`src/rtl/feistel_engine_if.sv`:
```
// Bundles the block engine's handshake and F-function signals.
// Parameters must match the feistel_engine instance that uses it.
//   in_valid/in_ready/in_data/in_decrypt : block input, valid/ready handshake
//   r_feist_data/round_idx/feistel_res   : loop to the external F-function and key schedule
//   out_valid/out_ready/transp_data      : result output, valid/ready handshake
//   busy                                 : engine holds a block (RUN or DONE)
// Handshake rule: a transfer happens on a rising clk edge where both valid
// and ready are 1. The producer keeps its data steady while valid is 1 and
// ready is 0. Ready never depends combinationally on valid.
// modport master: the engine side. modport slave: the environment side.
interface feistel_engine_if #(
    parameter int CIPHER_WIDTH  = 64,
    parameter int FEISTEL_WIDTH = CIPHER_WIDTH / 2,
    parameter int ROUNDS        = 16,
    parameter int RW            = ($clog2(ROUNDS) > 1) ? $clog2(ROUNDS) : 1
);
    logic                     in_valid;
    logic                     in_ready;
    logic [CIPHER_WIDTH-1:0]  in_data;
    logic                     in_decrypt;
    logic [FEISTEL_WIDTH-1:0] r_feist_data;
    logic [RW-1:0]            round_idx;
    logic [FEISTEL_WIDTH-1:0] feistel_res;
    logic                     out_valid;
    logic                     out_ready;
    logic [CIPHER_WIDTH-1:0]  transp_data;
    logic                     busy;

    modport master (
        input  in_valid, in_data, in_decrypt, feistel_res, out_ready,
        output in_ready, r_feist_data, round_idx, out_valid, transp_data, busy
    );

    modport slave (
        output in_valid, in_data, in_decrypt, feistel_res, out_ready,
        input  in_ready, r_feist_data, round_idx, out_valid, transp_data, busy
    );
endinterface

```
`src/rtl/feistel_engine.sv`:
```
// Iterative Feistel cipher engine. It runs one round per clock and uses an
// external combinational F-function.
//   clk       : rising-edge clock
//   rst       : asynchronous, active-high reset
//   bus       : feistel_engine_if.master (block in, F-function loop, block out)
//   state_dbg : current FSM state (0 IDLE, 1 RUN, 2 DONE)
// Timing: the block is accepted on one edge. ROUNDS RUN edges follow, and the
// last of them moves the engine to DONE. The result is held in DONE until
// out_ready is 1.
module feistel_engine #(
    parameter int CIPHER_WIDTH  = 64,
    parameter int FEISTEL_WIDTH = CIPHER_WIDTH / 2,
    parameter int ROUNDS        = 16,
    parameter int RW            = ($clog2(ROUNDS) > 1) ? $clog2(ROUNDS) : 1
) (
    input  logic              clk,
    input  logic              rst,
    feistel_engine_if.master  bus,
    output logic [1:0]        state_dbg
);
    if (CIPHER_WIDTH < 8 || (CIPHER_WIDTH % 2) != 0) begin : g_bad_width
        $error("feistel_engine: CIPHER_WIDTH must be even and >= 8");
    end
    if (FEISTEL_WIDTH != CIPHER_WIDTH / 2) begin : g_bad_half
        $error("feistel_engine: FEISTEL_WIDTH must equal CIPHER_WIDTH/2");
    end
    if (ROUNDS < 1) begin : g_bad_rounds
        $error("feistel_engine: ROUNDS must be >= 1");
    end

    typedef enum logic [1:0] {
        ST_IDLE = 2'd0,
        ST_RUN  = 2'd1,
        ST_DONE = 2'd2
    } state_t;

    localparam logic [RW-1:0] LAST_CNT = RW'(ROUNDS - 1);

    state_t                   state_q,     state_d;
    logic [FEISTEL_WIDTH-1:0] l_q,         l_d;
    logic [FEISTEL_WIDTH-1:0] r_q,         r_d;
    logic [RW-1:0]            cnt_q,       cnt_d;
    logic                     mode_q,      mode_d;
    logic [CIPHER_WIDTH-1:0]  transp_q,    transp_d;
    logic                     in_ready_q,  in_ready_d;
    logic                     out_valid_q, out_valid_d;
    logic                     busy_q,      busy_d;

    always_comb begin
        state_d     = state_q;
        l_d         = l_q;
        r_d         = r_q;
        cnt_d       = cnt_q;
        mode_d      = mode_q;
        transp_d    = transp_q;
        in_ready_d  = in_ready_q;
        out_valid_d = out_valid_q;
        busy_d      = busy_q;
        case (state_q)
            ST_IDLE: begin
                if (bus.in_valid) begin
                    l_d        = bus.in_data[CIPHER_WIDTH-1:FEISTEL_WIDTH];
                    r_d        = bus.in_data[FEISTEL_WIDTH-1:0];
                    mode_d     = bus.in_decrypt;
                    cnt_d      = '0;
                    state_d    = ST_RUN;
                    in_ready_d = 1'b0;
                    busy_d     = 1'b1;
                end
            end
            ST_RUN: begin
                l_d = r_q;
                r_d = l_q ^ bus.feistel_res;
                if (cnt_q == LAST_CNT) begin
                    // Final round with the output swap: R_n || L_n.
                    // cnt holds its value here, so it never wraps.
                    transp_d    = {l_q ^ bus.feistel_res, r_q};
                    state_d     = ST_DONE;
                    out_valid_d = 1'b1;
                end else begin
                    cnt_d = cnt_q + 1'b1;
                end
            end
            ST_DONE: begin
                if (bus.out_ready) begin
                    state_d     = ST_IDLE;
                    out_valid_d = 1'b0;
                    busy_d      = 1'b0;
                    in_ready_d  = 1'b1;
                end
            end
            default: begin
                state_d     = ST_IDLE;
                out_valid_d = 1'b0;
                busy_d      = 1'b0;
                in_ready_d  = 1'b1;
            end
        endcase
    end

    always_ff @(posedge clk or posedge rst) begin
        if (rst) begin
            state_q     <= ST_IDLE;
            l_q         <= '0;
            r_q         <= '0;
            cnt_q       <= '0;
            mode_q      <= 1'b0;
            transp_q    <= '0;
            in_ready_q  <= 1'b1;
            out_valid_q <= 1'b0;
            busy_q      <= 1'b0;
        end else begin
            state_q     <= state_d;
            l_q         <= l_d;
            r_q         <= r_d;
            cnt_q       <= cnt_d;
            mode_q      <= mode_d;
            transp_q    <= transp_d;
            in_ready_q  <= in_ready_d;
            out_valid_q <= out_valid_d;
            busy_q      <= busy_d;
        end
    end

    // round_idx is decoded from registers only. Decrypt walks the subkeys backwards.
    assign bus.round_idx    = (state_q == ST_RUN) ? (mode_q ? (LAST_CNT - cnt_q) : cnt_q) : '0;
    assign bus.r_feist_data = r_q;
    assign bus.in_ready     = in_ready_q;
    assign bus.out_valid    = out_valid_q;
    assign bus.busy         = busy_q;
    assign bus.transp_data  = transp_q;
    assign state_dbg        = state_q;
endmodule
```
`src/flat_wrapper.sv`:
```
// flat-port wrapper written by rule: the top's interface ports become plain ports
module feistel_engine_flat 
#(
    parameter int CIPHER_WIDTH  = 64,
    parameter int FEISTEL_WIDTH = CIPHER_WIDTH / 2,
    parameter int ROUNDS        = 16,
    parameter int RW            = ($clog2(ROUNDS) > 1) ? $clog2(ROUNDS) : 1
)
  (clk, rst, state_dbg, bus_in_valid, bus_in_data, bus_in_decrypt, bus_feistel_res, bus_out_ready, bus_in_ready, bus_r_feist_data, bus_round_idx, bus_out_valid, bus_transp_data, bus_busy);
  feistel_engine_if #(.CIPHER_WIDTH(CIPHER_WIDTH), .FEISTEL_WIDTH(FEISTEL_WIDTH), .ROUNDS(ROUNDS), .RW(RW)) bus_i ();
  input  logic clk;
  input  logic rst;
  output logic [1:0] state_dbg;
  input wire logic [$bits(bus_i.in_valid)-1:0] bus_in_valid;
  input wire logic [$bits(bus_i.in_data)-1:0] bus_in_data;
  input wire logic [$bits(bus_i.in_decrypt)-1:0] bus_in_decrypt;
  input wire logic [$bits(bus_i.feistel_res)-1:0] bus_feistel_res;
  input wire logic [$bits(bus_i.out_ready)-1:0] bus_out_ready;
  output wire logic [$bits(bus_i.in_ready)-1:0] bus_in_ready;
  output wire logic [$bits(bus_i.r_feist_data)-1:0] bus_r_feist_data;
  output wire logic [$bits(bus_i.round_idx)-1:0] bus_round_idx;
  output wire logic [$bits(bus_i.out_valid)-1:0] bus_out_valid;
  output wire logic [$bits(bus_i.transp_data)-1:0] bus_transp_data;
  output wire logic [$bits(bus_i.busy)-1:0] bus_busy;
  assign bus_i.in_valid = bus_in_valid;
  assign bus_i.in_data = bus_in_data;
  assign bus_i.in_decrypt = bus_in_decrypt;
  assign bus_i.feistel_res = bus_feistel_res;
  assign bus_i.out_ready = bus_out_ready;
  assign bus_in_ready = bus_i.in_ready;
  assign bus_r_feist_data = bus_i.r_feist_data;
  assign bus_round_idx = bus_i.round_idx;
  assign bus_out_valid = bus_i.out_valid;
  assign bus_transp_data = bus_i.transp_data;
  assign bus_busy = bus_i.busy;
  feistel_engine #(.CIPHER_WIDTH(CIPHER_WIDTH), .FEISTEL_WIDTH(FEISTEL_WIDTH), .ROUNDS(ROUNDS), .RW(RW)) u_core (.clk(clk), .rst(rst), .bus(bus_i), .state_dbg(state_dbg));
endmodule
```
`config.mk`:
```
export PLATFORM = sky130hd
export DESIGN_NAME = feistel_engine_flat
export DESIGN_NICKNAME = d
export VERILOG_FILES = /design/src/rtl/feistel_engine_if.sv /design/src/rtl/feistel_engine.sv /design/src/flat_wrapper.sv
export SDC_FILE = /design/constraint.sdc
export NUM_CORES = 1
export LEC_CHECK = 0
export ABC_AREA = 0
export ABC_CLOCK_PERIOD_IN_PS = 11030
export CORE_MARGIN = 8
export CORE_UTILIZATION = 45
export DETAILED_ROUTE_END_ITERATION = 10
export PLACE_DENSITY_LB_ADDON = 0.25
export SKIP_CTS_REPAIR_TIMING = 1
export SYNTH_ARGS = -nofsm -noshare
export SYNTH_HDL_FRONTEND = slang
export SYNTH_SLANG_ARGS = --single-unit
```
`constraint.sdc`:
```
create_clock -name clk -period 11.03 [get_ports clk]
set_input_delay 1.6545 -clock clk [delete_from_list [all_inputs] [get_ports clk]]
set_output_delay 1.6545 -clock clk [all_outputs]
set_load 0.01 [all_outputs]
```
After elaboration in Yosys (flattened, before gate mapping) --
Index checks and enable logic that the tools add are counted.
Storage, ports and cells: register bits after elaboration 138, input bits 101, output and inout port bits 105, word-level logic and storage cells 51
Cells by class: $add $sub $neg 2, equal/unequal tests 7, multiplexer cells 21, bitwise operators 3, reduce and logical (&&, ||, !) cells 9
Operator list (count):
- $pmux 32 s2 | 2
- $mux 32 | 2
- $xor 32x32->32 | 1
- $mux 4 | 4
- $reduce_and 3->1 | 4
- $pmux 1 s3 | 3
- $pmux 4 s2 | 1
- $mux 2 | 3
- $ne 2x2->1 const B | 3
- $pmux 2 s3 | 1
- $reduce_and 2->1 | 3
- $mux 1 | 5
- $add 4x1->4 const B | 1
- $eq 4x4->1 const B | 1
- $sub 4x4->4 const A | 1
- $eq 2x1->1 const B | 1
- $eq 2x2->1 const B | 1
- $logic_not 2->1 | 1
- $ne 2x1->1 const B | 1
- $not 1->1 | 2
- $reduce_bool 2->1 | 1

Logic depth before layout (Yosys ltp) --
depth after elaboration 3, depth in mapped cells 5

Worst setup path before layout --
OpenSTA, ideal clock, no wires.
kind flip-flop to output port, start register u_core.state_q[1], in the netlist u_core.state_dbg[1], end output bus_round_idx[0], arrival time 1.136 ns, required time 9.376 ns, setup slack 8.239 ns, stages on the path, launching flop included 5, cell sequence dfrtp_1 -> nand2b_4 -> buf_6 -> clkbuf_1 -> nor2_1
On the way: cells in the longest elaborated chain, start to end 2
RTL lines:
- start, declared | line feistel_engine.sv:39 | state_t state_q, state_d;
- start signal, assigned | line feistel_engine.sv:113 | state_q <= state_d;
- $eq 2x1->1 | line feistel_engine.sv:126 | assign bus.round_idx = (state_q == ST_RUN) ? (mode_q ? (LAST_CNT - cnt_q) : cnt_q) : '0;
- $mux 4 | line feistel_engine.sv:126
- end, declared | line flat_wrapper.sv:21 | output wire logic [$bits(bus_i.round_idx)-1:0] bus_round_idx;
Every way passes these cells.

Final worst setup path --
start register u_core.state_q[1], in the netlist u_core.state_dbg[1], end output bus_round_idx[1]
The elaborated chain is that of the path after synthesis.

==> reports/qor.txt <==
Core Footprint: 13,100 µm²
TritonCTS clock tree: done
Layout Nets: 803
DR vias/cell: 5.11
Layout Skew: 6.18 ps
Max capacitance violation total: 0
Final instance area: 8680 µm²
FMAX: 0.245 GHz
CTS Buf Count: 17
Syn Inst Count: 504
GRT overflow: 0
Initial antenna violation count: 0
Library cells used by synthesis: 30
Fraction of the mapped netlist area in simple logic gates: 5.63%
RR Startpoint: u_core.state_dbg[1]$_DFFE_PP0P_
Most frequent cells in the layout: 205 x clkdlybuf4s50_1, 137 x dfrtp_1, 66 x o21ai_0, 65 x nand2_1, 61 x mux2_2
Clock buffer depth: 2
Port Buf Inserts: 205
# IOs: 206
Synth Area in Adders: 0.208%
R2R depth: 4
Die area: 17,300 µm²
Drt first pass iters: 4
Slew at the pin closest to its max-slew limit: 1070 ps
Status: complete, no violations
Pwr/cell area: 321 nW/µm²
Crit share post-route: 37.1%
Largest net degree at the start of global routing: 80
Reg2reg end: u_core.bus.transp_data[34]$_DFFE_PP0P_
WS Path Type: register to output pin
WP data required: 9380 ps
Post-DP HPWL: 11,600 µm
Synth Warn #: 0
Clock slew at reported path FFs: 60 ps
Htree depth: 4
Final hold vios: 0
Syn avg cell area: 11.9 µm²
Leak pwr: 3.52 nW
Seq/Total Area, Yosys: 57.5%
Rel. slew slack: 28.8%
#FFs+latches synth: 138
Final Max Tran Viols: 0
Final Setup Violations: 0
Layout area overhead: 44.5%
Hold-critical path depth: 1
Die height: 132 µm
Post-synthesis mux area share: 17.7%
Final wirelength: 16,500 µm
RSZ-0062 raised after global routing: no
Setup TNS: 0 ps
Vias in the first global route: 4,979
Root Driver: clkbuf_16
Worst hold path class: register to register
Routed vias: 4,545
Row Count: 42
FF-to-FF setup slack: 7830 ps
Main combinational cell family by area after synthesis: multiplexers
WP data arrival: 2430 ps
Synth Area in Compound Gates: 10.1%
Chip width: 132 µm
Post-synthesis cell area: 6000 µm²
Sink Count: 138
DRC: 0
First-pass GRT wire length: 26,900 µm
# diodes: 0
Layout cells sized above 1: 13.3%
Hold path startpoint: u_core.bus.transp_data[17]$_DFFE_PP0P_
Initial drt markers: 328
FILL cells: 1,018
Clk_lat worst skew: 410 ps
Worst Setup End Kind: output pin
Gpl congestion: 0.811
Critical path peak fanout: 71
Commonest non-fill, non-tap cell in the layout: clkdlybuf4s50_1
Routed Antenna Nets: 0
Avg WL per Cell: 18.5 µm
IR drop worst, VDD: 0.154 mV
GRT Util Overall: 19.3%
Net count after synthesis: 606
Initial Utilization: 45.7%
Placed inst area: 8150 µm²
Post-route minimum period: 4090 ps
Startpoint Class: register
WHS Endpoint: u_core.bus.transp_data[17]$_DFFE_PP0P_
Xor and xnor area share after synthesis: 5.40%
## Yosys cell counts (all sizes together)
library cell | count | share of area [%]
a21oi | 7 | 0.58
dfstp | 1 | 0.44
nor2b | 2 | 0.21
nand2b | 2 | 0.33
nand2 | 65 | 4.1
dfrtp | 137 | 57
inv | 7 | 0.44
and3 | 1 | 0.10
clkbuf | 16 | 1.0
mux2i | 33 | 5.5
o2bb2ai | 1 | 0.15
xor2 | 32 | 4.7
xnor2 | 5 | 0.73
nand3 | 2 | 0.17
buf | 16 | 2.0
o22ai | 34 | 3.5
or3 | 1 | 0.10
o21a | 1 | 0.13
nor2 | 6 | 0.38
mux2 | 65 | 12
nor3 | 1 | 0.27
ha | 1 | 0.21
o21bai | 1 | 0.13
o21ai | 66 | 5.5
o31ai | 1 | 0.13
## worst max-delay path, cell delays in order (launching register included)
cell,delay [ps]
dfrtp_1,470
nand2b_4,640
nor2_1,330
clkdlybuf4s50_1,570
## area by class of cell
| type | instances | area [µm²] | share of cell area [%] |
|---|---|---|---|
| Clock inverter | 3 | 15.0 | 0.173 |
| Inverter | 7 | 31.3 | 0.360 |
| Sequential cell | 138 | 3450 | 39.8 |
| Multi-Input combinational cell | 327 | 2360 | 27.2 |
| Clock buffer | 29 | 510 | 5.88 |
| Timing Repair Buffer | 210 | 2090 | 24.1 |
| Tap cell | 176 | 220 | 2.54 |
## logic make-up after synthesis
family	Yosys count
compound gates	111
simple gates	80
flops	138
buf+inv	39
xor+xnor	37
fa+ha+maj	1
mux	98
## flip-flops by register name, summed over array words and instances, names as in the netlist
register	flops
u_core.bus.in_ready	1
u_core.cnt_q	4
u_core.state_dbg	2
u_core.bus.r_feist_data	32
u_core.l_q	32
u_core.bus.transp_data	64
u_core.bus.out_valid	1
u_core.mode_q	1
u_core.bus.busy	1
## worst max path at each step
stage | to | cells past startpoint | slack, ps | startpoint
floorplan | u_core.bus.busy$_DFFE_PP0P_ | 1 | 5680 | rst
global placement | u_core.cnt_q[3]$_DFFE_PP0P_ | 5 | 6930 | bus_in_valid
detailed placement | u_core.cnt_q[3]$_DFFE_PP0P_ | 5 | 6810 | bus_in_valid
CTS | bus_round_idx[3] | 3 | 6840 | u_core.state_dbg[1]$_DFFE_PP0P_
global route | bus_round_idx[1] | 3 | 6750 | u_core.state_dbg[1]$_DFFE_PP0P_
finish | bus_round_idx[1] | 3 | 6940 | u_core.state_dbg[1]$_DFFE_PP0P_
## per-stage QoR
stage / hold slack, ps / util [%] / std cells / setup slack (ps) / power [mW]
floorplan: 469 / - / 504 / 5680 / 1.66
global placement: 469 / 62.1 / 858 / 6930 / 2.24
detailed placement: 483 / 62.1 / 858 / 6810 / 2.30
CTS: 492 / 66.1 / 890 / 6840 / 2.81
global route: 512 / 66.1 / 890 / 6750 / 2.98
finish: 493 / 66.1 / 890 / 6940 / 2.78
## power by group
group | internal, mW | leakage [nW] | switching [mW]
Clock | 0.310 | 0.259 | 0.200
Sequential | 0.778 | 1.64 | 0.193
Combinational | 0.700 | 1.62 | 0.600
## metal layers
layer	GRT usage, %	wire (µm)	share of wire [%]	up-vias
met2	32.1	8140	49	157
li1	-	-	-	2158
met3	7.62	1340	8.1	21
met1	22.0	6690	41	2209
met5	0	0	0	-
met4	7.47	306	1.9	0
Note: power is estimated with default switching activity, not from simulation.
==> patch 1 (same settings) <==
`ROUNDS` is set to 16 in 3 places; all go to 32.
--- a/src/rtl/feistel_engine_if.sv
+++ b/src/rtl/feistel_engine_if.sv
@@ -11,7 +11,7 @@
 interface feistel_engine_if #(
     parameter int CIPHER_WIDTH  = 64,
     parameter int FEISTEL_WIDTH = CIPHER_WIDTH / 2,
-    parameter int ROUNDS        = 16,
+    parameter int ROUNDS        = 32,
     parameter int RW            = ($clog2(ROUNDS) > 1) ? $clog2(ROUNDS) : 1
 );
     logic                     in_valid;
--- a/src/rtl/feistel_engine.sv
+++ b/src/rtl/feistel_engine.sv
@@ -10,7 +10,7 @@
 module feistel_engine #(
     parameter int CIPHER_WIDTH  = 64,
     parameter int FEISTEL_WIDTH = CIPHER_WIDTH / 2,
-    parameter int ROUNDS        = 16,
+    parameter int ROUNDS        = 32,
     parameter int RW            = ($clog2(ROUNDS) > 1) ? $clog2(ROUNDS) : 1
 ) (
     input  logic              clk,
--- a/src/flat_wrapper.sv
+++ b/src/flat_wrapper.sv
@@ -3,7 +3,7 @@
 #(
     parameter int CIPHER_WIDTH  = 64,
     parameter int FEISTEL_WIDTH = CIPHER_WIDTH / 2,
-    parameter int ROUNDS        = 16,
+    parameter int ROUNDS        = 32,
     parameter int RW            = ($clog2(ROUNDS) > 1) ? $clog2(ROUNDS) : 1
 )
   (clk, rst, state_dbg, bus_in_valid, bus_in_data, bus_in_decrypt, bus_feistel_res, bus_out_ready, bus_in_ready, bus_r_feist_data, bus_round_idx, bus_out_valid, bus_transp_data, bus_busy);
Interface: changed (resized bus_round_idx); port bits go from 206 to 207. No check against the original RTL was run, so the function may have changed too.
==> patch 1 against the original RTL <==
  * Power fell by 24%
  * Via count rose by 2.3%
  * Highest routed layer unchanged
  * Area after synthesis rose by 1.6%
  * Cell area rose by 1.7%
  * Clock power rose by 9.8%
  * Wire length fell by 0.13%
  * Critical path depth did not move
  * Sequential cell count rose by 1
  * Synthesized cell count rose by 2.6%
  * Setup slack got worse by 0.72 ns
  * Hold slack got worse by 0.0037 ns
==> patch 1: results (changes against the original RTL) <==
- The data arrival time at the worst-slack endpoint was 3.15 ns (was 2.43 ns).
- The via count of the first global-routing pass is 5,228 (was 4,979).
- Synth area leaders: sky130_fd_sc_hd__dfrtp_1 57%, sky130_fd_sc_hd__mux2_2 11%, sky130_fd_sc_hd__o21ai_0 5.5% (was sky130_fd_sc_hd__dfrtp_1 57%, sky130_fd_sc_hd__mux2_2 11%, sky130_fd_sc_hd__mux2i_1 5.5%).
- The highest ir drop seen on vdd was 0.151 mV (was 0.154 mV).
- The count of port buffers added during placement is 206 (was 205).
- Cell types with the highest counts after synthesis: 138 x sky130_fd_sc_hd__dfrtp_1, 67 x sky130_fd_sc_hd__nand2_1, 67 x sky130_fd_sc_hd__o21ai_0 (was 137 x sky130_fd_sc_hd__dfrtp_1, 66 x sky130_fd_sc_hd__o21ai_0, 65 x sky130_fd_sc_hd__nand2_1).
- The met3 global-route usage came to 8.71% (was 7.62%).
- The setup slack after layout is 6.22 ns (was 6.94 ns).
- The largest net degree at the start of global routing was 129 (was 80).
- The post-route antenna net violation count came to 0 (unchanged).
- The total global-route track usage is 19.2% (was 19.3%).
- The placeable core area is 13,200 um2 (was 13,100 um2).
- The global-route wire length before repair is 27.0 mm (was 26.9 mm).
- The wire length per cell is 18.3 um (was 18.5 um).
- The met2 track utilization from global routing was 32.4% (was 32.1%).
- The cell-internal power is 1.44 mW (was 1.79 mW).
- The clock skew was 0.00665 ns (was 0.00618 ns).
- The proportion of synthesized chip area in sequential cells is 57.0% (was 57.5%).
- The pre-CTS setup slack is 6.63 ns (was 6.81 ns).
- The global-route track usage on met1 is 20.7% (was 22.0%).
- The number of H-tree levels is 4 (unchanged).
- The count of fill cells added during filler insertion is 1,032 (was 1,018).
- The cell chosen for the clock root is sky130_fd_sc_hd__clkbuf_16 (unchanged).
- The total number of vias is 4,650 (was 4,545).
- The share of final-layout standard cells stronger than drive strength 1 is 13.8% (was 13.3%).
- The number of buffers added by the clock tree synthesis step is 17 (unchanged).
- The count of routing violations after the opening detailed-route iteration came to 294 (was 328).
- The post-synth net total is 620 (was 606).
- The relative slew slack is 27.5% (was 28.8%).
- The half-perimeter wire length after detailed placement is 11.5 mm (was 11.6 mm).
- The post-synthesis compound-gate area fraction is 10.2% (was 10.1%).
- The multiplexer fraction of the synthesized cell area is 17.6% (was 17.7%).
- Run status: finished, final reports clean (unchanged).
- The net total in the final layout is 813 (was 803).
- The number of optimization iterations in the first detailed-route pass is 4 (unchanged).
- The static leakage is 3.72 nW (was 3.52 nW).
- The global placer's final weighted congestion is 0.756 (was 0.811).
- The adder-cell area share of the yosys netlist is 0.410% (was 0.208%).
- The register-to-register setup slack is 6.93 ns (was 7.83 ns).
- The parity-gate share of the synthesized area counting xor and xnor cells came to 5.31% (was 5.40%).
## patch 1: metal layers
layer | vias up | wire length, um
met1 | 2254 | 6550
met3 | 23 | 1540
met5 | - | 0
met2 | 168 | 8080
li1 | 2205 | -
met4 | 0 | 289
## patch 1: worst paths after layout
| path | from | end |
|---|---|---|
| min in group asynchronous | rst | u_core.bus.transp_data[23]$_DFFE_PP0P_ |
| hold / removal | u_core.bus.transp_data[44]$_DFFE_PP0P_ | u_core.bus.transp_data[44]$_DFFE_PP0P_ |
| setup reg to reg | u_core.state_dbg[0]$_DFFE_PP0P_ | u_core.bus.transp_data[34]$_DFFE_PP0P_ |
| setup / recovery | u_core.state_dbg[0]$_DFFE_PP0P_ | bus_round_idx[0] |
| max in group asynchronous | rst | u_core.bus.transp_data[40]$_DFFE_PP0P_ |
| hold reg to reg | u_core.bus.transp_data[44]$_DFFE_PP0P_ | u_core.bus.transp_data[44]$_DFFE_PP0P_ |
## patch 1: power by group through the flow
stage | Sequential [mW] | Clock (mW) | Combinational [mW]
global route | 0.871 | 0.596 | 0.789
finish | 0.845 | 0.560 | 0.718
floorplan | 0.841 | 0 | 0.351
detailed placement | 0.852 | 0 | 0.724
global placement | 0.840 | 0 | 0.695
CTS | 0.846 | 0.570 | 0.728
## patch 1: through the flow
step	std cells	util (%)	total power, mW	hold WS [ns]	area (um2)
5_1_grt	899	66.6	2.26	0.516	8820
3_3_place_gp	867	62.3	1.53	0.469	8250
6_report	899	66.6	2.12	0.489	8820
3_5_place_dp	867	62.3	1.58	0.479	8250
4_1_cts	899	66.6	2.15	0.493	8820
2_1_floorplan	517	-	1.19	0.469	6100
## patch 1: layout make-up
type / count / share of cell area (%)
inverters: 5 / 0.269
clock inverters: 9 / 1.36
well taps: 176 / 2.50
clock buffers: 23 / 5.19
multi-input cells: 338 / 27.6
repair buffers: 209 / 23.6
flip-flops and latches: 139 / 39.4
## patch 1: logic make-up (layout without fill, tap and decap cells)
kind of cell	count (synthesis)	in the layout
AO/OA/AOI/OAI	112	112
XOR/XNOR	37	37
adder cells (fa/ha/maj)	2	2
buffers and inverters	40	246
flip-flops	139	139
multiplexers	99	99
AND/OR/NAND/NOR	88	88
## patch 1: worst max-delay path: stages (launching register included)
cell,delay [ns]
sky130_fd_sc_hd__dfrtp_2,1.01
sky130_fd_sc_hd__nand2b_4,0.76
sky130_fd_sc_hd__nor2_1,0.33
sky130_fd_sc_hd__clkdlybuf4s50_1,0.60
==> patch 2 (config.mk and constraints unchanged) <==
Made on the original files. `l_q` no longer has a reset.
--- a/src/rtl/feistel_engine.sv
+++ b/src/rtl/feistel_engine.sv
@@ -101,7 +101,6 @@
     always_ff @(posedge clk or posedge rst) begin
         if (rst) begin
             state_q     <= ST_IDLE;
-            l_q         <= '0;
             r_q         <= '0;
             cnt_q       <= '0;
             mode_q      <= 1'b0;
@@ -111,7 +110,6 @@
             busy_q      <= 1'b0;
         end else begin
             state_q     <= state_d;
-            l_q         <= l_d;
             r_q         <= r_d;
             cnt_q       <= cnt_d;
             mode_q      <= mode_d;
@@ -120,6 +118,10 @@
             out_valid_q <= out_valid_d;
             busy_q      <= busy_d;
         end
+    end
+
+    always_ff @(posedge clk) begin
+        l_q <= l_d;
     end
 
     // round_idx is decoded from registers only. Decrypt walks the subkeys backwards.
Formal check against the unedited RTL: same outputs for any inputs over 10 cycles, from zero or initial values and one cycle with rst high; that may be too few to reach the edited logic, so the function may still have changed.
==> patch 2 against the original RTL <==
  * Cell area up 1.8%
  * Global-route usage up 0.52 points
  * Largest power group unchanged
  * Synthesized cell count down 0.40%
  * Area after synthesis up 2.7%
  * Maximum frequency down 9.4%
  * Largest cell class unchanged
  * Power up 4.2%
  * Count of clock-buffer cells in the layout down 1
  * Setup slack worse by 0.43 ns
  * Clock skew up 0.0023 ns
  * Wire length up 5.2%
  * Sequential cell count unchanged
==> patch 2: results (changes against the original RTL) <==
- The share of flip-flops with an asynchronous set or reset is 76.8% (was 100%).
- The upper clock frequency limit came to 0.222 GHz (was 0.245 GHz).
- Run status: finished, final reports clean (unchanged).
- The largest net degree at the start of global routing is 68 (was 80).
- The met3 global-route usage is 6.36% (was 7.62%).
- The launch instance of the worst min-delay path is u_core.bus.transp_data[24]$_DFFE_PP0P_ (was u_core.bus.transp_data[17]$_DFFE_PP0P_).
- The total cell area at the placement stage is 8300 um2 (was 8150 um2).
- The static leakage is 3.78 nW (was 3.52 nW).
- The count of routing violations after the opening detailed-route iteration is 250 (was 328).
- The data arrival time at the worst-slack endpoint was 2.86 ns (was 2.43 ns).
- The hold-critical path endpoint is u_core.bus.transp_data[24]$_DFFE_PP0P_ (was u_core.bus.transp_data[17]$_DFFE_PP0P_).
- The wire length the detailed router placed on met1 was 6.84 mm (was 6.69 mm).
- The relative slew slack is 36.5% (was 28.8%).
- The share of final-layout standard cells stronger than drive strength 1 was 14.3% (was 13.3%).
- Cell types with the highest counts after synthesis: 129 x sky130_fd_sc_hd__nand2_1, 105 x sky130_fd_sc_hd__dfrtp_1, 60 x sky130_fd_sc_hd__mux2_4 (was 137 x sky130_fd_sc_hd__dfrtp_1, 66 x sky130_fd_sc_hd__o21ai_0, 65 x sky130_fd_sc_hd__nand2_1).
- The total global-route track usage was 19.8% (was 19.3%).
- The kind of cell with the highest combined delay on the critical path is flip-flops (was simple AND/OR/NAND/NOR gates).
- The terminus of the critical flop-to-flop path is u_core.bus.transp_data[55]$_DFFE_PP0P_ (was u_core.bus.transp_data[34]$_DFFE_PP0P_).
- The via count of the first global-routing pass is 5,073 (was 4,979).
- The global placer's final weighted congestion came to 0.766 (was 0.811).
- The proportion of synthesized chip area in sequential cells is 58.6% (was 57.5%).
- The adder-cell area share of the yosys netlist is 0.203% (was 0.208%).
- The total number of vias was 4,492 (was 4,545).
- Synth area leaders: sky130_fd_sc_hd__dfrtp_1 43%, sky130_fd_sc_hd__edfxtp_1 16%, sky130_fd_sc_hd__mux2_4 15% (was sky130_fd_sc_hd__dfrtp_1 57%, sky130_fd_sc_hd__mux2_2 11%, sky130_fd_sc_hd__mux2i_1 5.5%).
- The detailed-routed wire length on met2 is 8.92 mm (was 8.14 mm).
- The clock skew is 0.00846 ns (was 0.00618 ns).
- The post-synthesis compound-gate area fraction is 7.35% (was 10.1%).
- The count of fill cells added during filler insertion is 1,013 (was 1,018).
patch 2: layout make-up:
class	instances	area [um2]	area share, %
Clock buffer	28	527	5.96
Clock inverter	2	10.0	0.113
Inverter	8	32.5	0.368
Multi-Input combinational cell	326	2340	26.5
Sequential cell	138	3620	40.9
Tap cell	176	220	2.49
Timing Repair Buffer	210	2090	23.7
patch 2: where the power goes:
part	switching, mW	internal [mW]	leakage (nW)
clock network	0.197	0.320	0.266
logic	0.591	0.729	1.91
registers	0.225	0.838	1.61
total	1.01	1.89	3.78
patch 2: through the flow:
| stage | instances | power (mW) | hold slack [ns] |
|---|---|---|---|
| after floorplan | 502 | 1.76 | 0.495 |
| after detailed placement | 858 | 2.39 | 0.495 |
| after global placement | 858 | 2.34 | 0.492 |
| after global routing | 888 | 3.08 | 0.528 |
| after CTS | 888 | 2.93 | 0.513 |
| final | 888 | 2.90 | 0.509 |
